===== config.mk =====
export PLATFORM = sky130hd
export DESIGN_NAME = rpc2_ctrl_cfg_sync_stable
export DESIGN_NICKNAME = d
export VERILOG_FILES = /design/src/rtl/rpc2_ctrl_cfg_sync_stable.sv
export SDC_FILE = /design/constraint.sdc
export NUM_CORES = 1
export LEC_CHECK = 0
export CAP_MARGIN = 25
export CORE_ASPECT_RATIO = 0.9
export CORE_MARGIN = 2
export CORE_UTILIZATION = 40
export CTS_CLUSTER_DIAMETER = 30
export DETAILED_ROUTE_END_ITERATION = 10
export GPL_TIMING_DRIVEN = 0
export PLACE_DENSITY = 0.61
export SLEW_MARGIN = 20
export SYNTH_ARGS = -nofsm -noshare
export SYNTH_HDL_FRONTEND = slang
export SYNTH_SLANG_ARGS = --single-unit
export TNS_END_PERCENT = 100

===== constraint.sdc =====
create_clock -name clk -period 4.7 [get_ports clk]
set_input_delay 0.94 -clock clk [delete_from_list [all_inputs] [get_ports clk]]
set_output_delay 0.94 -clock clk [all_outputs]
set_load 0.01 [all_outputs]

===== src/rtl/rpc2_ctrl_cfg_sync_stable.sv =====
// ============================================================================
// Module   : rpc2_ctrl_cfg_sync_stable
// Purpose  : Per-channel configuration synchronizer with stability filter and
//            transaction-aware commit into the memory clock domain.
// Revision : 1.0  initial release
// ============================================================================
`default_nettype none

module rpc2_ctrl_cfg_sync_stable #(
  parameter int unsigned     NUM_CH      = 2,
  parameter int unsigned     CH_W        = 32,
  parameter int unsigned     SYNC_STAGES = 2,
  parameter int unsigned     STABLE_CYC  = 4,
  parameter logic [CH_W-1:0] RESET_VAL   = '0
) (
  input  logic                     clk,
  input  logic                     reset_n,
  input  logic [NUM_CH*CH_W-1:0]   cfg_in,
  input  logic [NUM_CH-1:0]        ch_busy,
  output logic [NUM_CH*CH_W-1:0]   cfg_out,
  output logic [NUM_CH-1:0]        cfg_upd,
  output logic [NUM_CH-1:0]        cfg_pending
);

  localparam int unsigned      CNT_W   = $clog2(STABLE_CYC + 1);
  localparam logic [CNT_W-1:0] CNT_ONE = CNT_W'(1);
  localparam logic [CNT_W-1:0] CNT_MAX = CNT_W'(STABLE_CYC);

  localparam logic [1:0] ST_IDLE = 2'd0;
  localparam logic [1:0] ST_QUAL = 2'd1;
  localparam logic [1:0] ST_PEND = 2'd2;

  for (genvar c = 0; c < NUM_CH; c++) begin : g_ch
    logic [SYNC_STAGES-1:0][CH_W-1:0] sync_q, sync_d;
    logic [CH_W-1:0]  s;
    logic [CH_W-1:0]  cand_q, cand_d;
    logic [CH_W-1:0]  out_q, out_d;
    logic [CNT_W-1:0] cnt_q, cnt_d;
    logic [1:0]       state_q, state_d;
    logic             upd_q, upd_d;
    logic             pend_q, pend_d;
    logic             commit;

    // Stage 0 takes the raw asynchronous word; the last stage is the safe sample.
    always_comb begin
      sync_d = {sync_q[SYNC_STAGES-2:0], cfg_in[c*CH_W +: CH_W]};
    end

    assign s = sync_q[SYNC_STAGES-1];

    always_ff @(posedge clk or negedge reset_n) begin
      if (!reset_n) begin
        sync_q  <= {SYNC_STAGES{RESET_VAL}};
        cand_q  <= RESET_VAL;
        out_q   <= RESET_VAL;
        cnt_q   <= '0;
        state_q <= ST_IDLE;
        upd_q   <= 1'b0;
        pend_q  <= 1'b0;
      end else begin
        sync_q  <= sync_d;
        cand_q  <= cand_d;
        out_q   <= out_d;
        cnt_q   <= cnt_d;
        state_q <= state_d;
        upd_q   <= upd_d;
        pend_q  <= pend_d;
      end
    end

    always_comb begin
      state_d = state_q;
      cand_d  = cand_q;
      cnt_d   = cnt_q;
      out_d   = out_q;
      commit  = 1'b0;
      case (state_q)
        ST_IDLE: begin
          if (s != out_q) begin
            cand_d  = s;
            cnt_d   = CNT_ONE;
            state_d = ST_QUAL;
          end
        end
        ST_QUAL: begin
          if (s != cand_q) begin
            if (s == out_q) begin
              state_d = ST_IDLE;
            end else begin
              cand_d = s;
              cnt_d  = CNT_ONE;
            end
          end else if (cnt_q < CNT_MAX) begin
            cnt_d = cnt_q + CNT_ONE;
          end else if (!ch_busy[c]) begin
            out_d   = cand_q;
            commit  = 1'b1;
            state_d = ST_IDLE;
          end else begin
            state_d = ST_PEND;
          end
        end
        ST_PEND: begin
          // A changed sample while waiting restarts qualification from scratch.
          if (s != cand_q) begin
            if (s == out_q) begin
              state_d = ST_IDLE;
            end else begin
              cand_d  = s;
              cnt_d   = CNT_ONE;
              state_d = ST_QUAL;
            end
          end else if (!ch_busy[c]) begin
            out_d   = cand_q;
            commit  = 1'b1;
            state_d = ST_IDLE;
          end
        end
        default: begin
          state_d = ST_IDLE;
        end
      endcase
    end

    // Pulse only on a real change of the committed word.
    always_comb begin
      upd_d  = commit && (cand_q != out_q);
      pend_d = (state_d == ST_PEND);
    end

    assign cfg_out[c*CH_W +: CH_W] = out_q;
    assign cfg_upd[c]              = upd_q;
    assign cfg_pending[c]          = pend_q;
  end

endmodule

`default_nettype wire


==> key figures <==
Placed design
  • Placed insts: ~1300
  • Setup WS pre-CTS: between 1.5 and 2 ns
  • RePlAce Congestion: just over 0.8
  • DP HPWL: around 18000 um
  • Port Buf Inserts: 135

Job
  • Total of max-cap violations: 0

Floorplanning
  • Die height: roughly 160 um
  • # IOs: ~140
  • Core footprint: 27170 sq um
  • Total Die Area: about 29000 sq um
  • Initial core utilization: 0.4097
  • Site row count: 57
  • Die Wd: about 180 um

Drt
  • DRT antenna net count: 0
  • Vias/cell: approximately 5
  • First-pass DRT Iterations: 4
  • Wirelength per Cell: around 19 um
  • Post-route DRC: 0
  • Iter 0 DRT Violations: 287
  • Final WL: 25740 um
  • DR vias: between 6000 and 7000

Clock network
  • CTS buffer count: 54
  • H-tree depth: 2
  • Clk sinks: 270
  • Clk Latency, worst-skew pair: roughly 0.55 ns
  • TritonCTS clock tree: done
  • CTS clk-pin slew, worst paths: about 0.050 ns
  • Post-CTS Setup Inserts: 0
  • Hold Buf Count CTS: 0
  • Clock Path Buffers: 3
  • Post_cts resized: 0
  • Root buf cell: clkbuf_16

Synth
  • Post-synth net total: around 860
  • Synth Flop Type: dfrtp_1
  • Distinct cells, synth: between 50 and 60
  • #FFs+latches synth: 270
  • Synth top area cells: dfrtp_1, mux2_2, xor2_1
  • Number of flops mapped to enable cells by yosys: 0
  • Ys Warns: 0
  • Part of the Yosys area used for sequential elements: 0.6069
  • Avg Cell Area, Syn: 14.33 sq um
  • Cell taking the most area after synthesis: dfrtp_1
  • Async S/R FF share, synth: 1.000
  • Synth top area share: 0.6069
  • Synth Cell Area: around 11000 sq um
  • Mapped Cells: between 700 and 800
  • Post-synth top cells: dfrtp_1, xor2_1, mux2_2, xnor2_1, nor4_1
  • Most frequent cell after synthesis: dfrtp_1

STA
  • Final Hold Viols: 0
  • Final setup violating endpoints: 0
  • Minimum clock period after layout: just over 3 ns
  • Slew HR: 0.5106
  • Max Fclk: around 330 MHz
  • Setup Skew: between 0.015 and 0.02 ns
  • Max-slew violations: 0
  • Fin worst setup slack: 1.667 ns
  • RSZ-0062 raised after global routing: false
  • Worst Tran Pin Value: around 0.73 ns
  • Setup TNS: 0 ns
  • Tcrit/Tclk final: 0.6454

Worst setup path
  • Critical Path End Type: flip-flop
  • Worst endpoint required time: 5.12 ns
  • Crit Path Category: reg2reg
  • CP arrival: approximately 3.5 ns
  • Critical path's top delay family: simple AND/OR/NAND/NOR gates
  • Worst path max stage delay: between 0.6 and 0.7 ns
  • Worst setup SP type: flip-flop
  • CP bufs+invs: 1
  • Slowest cell on crit path: nor4_1
  • Worst path cell trace: xor2_1 -> nor4_1 -> nand4_1 -> nor2_2 -> a211o_1 -> buf_4 -> mux2_2
  • CP max FO: 10

Power
  • Leakage power: 6.658 nW
  • Pwr per Cell Area: about 500 nW/um^2
  • Worst VDD drop: 0.3513 mV
  • Design Power: ~0.0077 W

Status
  • Outcome: completed

Layout
  • Area Growth Syn to Fin: 34.67%
  • Share of cells above drive strength 1: 0.2530
  • Final #Nets: between 1000 and 1500
  • # fillers: ~2300
  • Final cell count without fillers: 1371
  • Final core occ: 0.5517

Global route
  • Global-route wire length before repair: 40180 um
  • Initial antenna violation count: 0
  • Total track usage: 0.1794
  • Grt ovf: 0
  • Pin count of the biggest net entering global routing: 84
  • Vias in the first global route: between 7000 and 8000

Hold path
  • Worst hold path class: in2async
## cell usage in the layout (no fill, tap or decap), types with 7 or more instances in the layout
cell type / n
buf_4: 13
nand4_1: 25
mux2_2: 125
clkinv_2: 7
clkinvlp_4: 8
clkbuf_16: 55
nor4_1: 34
ha_1: 11
inv_1: 10
clkinv_4: 8
nor2_1: 7
nand2_1: 14
clkdlybuf4s50_1: 134
xor2_1: 128
dfrtp_1: 270
bufinv_16: 10
a21oi_1: 7
xnor2_1: 64
## per-layer routing
metal / vias up / track usage / share of wire
li1: 3135 / - / -
met5: - / 0 / 0
met4: 0 / 0.05100 / 0.016
met1: 3347 / 0.2727 / 0.50
met3: 38 / 0.04081 / 0.053
met2: 157 / 0.2565 / 0.43
## flip-flops by register name, indices dropped and copies added, names as in the netlist
register,cells
g_ch.cand_q,64
g_ch.cnt_q,6
g_ch.out_q,64
g_ch.pend_q,2
g_ch.s,64
g_ch.state_q,4
g_ch.sync_d,64
g_ch.upd_q,2
## cell families (layout without fill, tap and decap cells)
| group | after synthesis | count (layout) | synth area share |
|---|---|---|---|
| xor gates and xnor gates | 192 | 192 | 0.1511 |
| adders and majority gates | 11 | 11 | 0.01236 |
| and+or+nand+nor | 108 | 108 | 0.05811 |
| buffers and inverters | 29 | 268 | 0.01529 |
| other | 0 | 1 | 0 |
| AOI/OAI and AO/OA | 38 | 38 | 0.02574 |
| DFF | 270 | 270 | 0.6069 |
| muxes | 129 | 129 | 0.1305 |
## cell type report
| class | instances | area [sq um] | area share |
|---|---|---|---|
| antenna | 1 | 2.502 | 0.0001669 |
| buffer | 19 | 132.6 | 0.008847 |
| clock buffer | 62 | 1443 | 0.09623 |
| clock inverter | 39 | 533.0 | 0.03555 |
| inverter | 10 | 37.54 | 0.002504 |
| multi-input combinational | 478 | 4205 | 0.2805 |
| sequential | 270 | 6756 | 0.4507 |
| tap | 354 | 442.9 | 0.02954 |
| timing repair buffer | 138 | 1439 | 0.09598 |
## power breakdown
| group | internal (W) | leakage (nW) | total [W] | switching (W) |
|---|---|---|---|---|
| combinational | 0.000504 | 2.41 | 0.000874 | 0.000370 |
| clock | 0.00276 | 0.945 | 0.00404 | 0.00128 |
| sequential | 0.00253 | 3.31 | 0.00278 | 0.000252 |
## path summary, 6_finish.rpt
kind | start | to | slack (ns) | depth (start not counted)
setup / recovery | g_ch[1].out_q[22] | g_ch[1].cand_q[23] | 1.67 | 7
setup reg to reg | g_ch[1].out_q[22] | g_ch[1].cand_q[23] | 1.67 | 7
min in group clk | g_ch[1].sync_d[58] | g_ch[1].s[26] | 0.34 | 0
hold reg to reg | g_ch[1].sync_d[58] | g_ch[1].s[26] | 0.34 | 0
max in group asynchronous | reset_n | g_ch[0].out_q[28] | 3.72 | 2
hold / removal | reset_n | g_ch[1].s[27] | 0.26 | 1
## metrics by stage
stage	instance area, sq um	hold slack (ns)
floorplan	11130	0.3312
global placement	12930	0.3313
detailed placement	13010	0.3347
CTS	14990	0.2559
global route	14990	0.2632
finish	14990	0.2645
No activity file was read; power rests on OpenSTA's default activity.
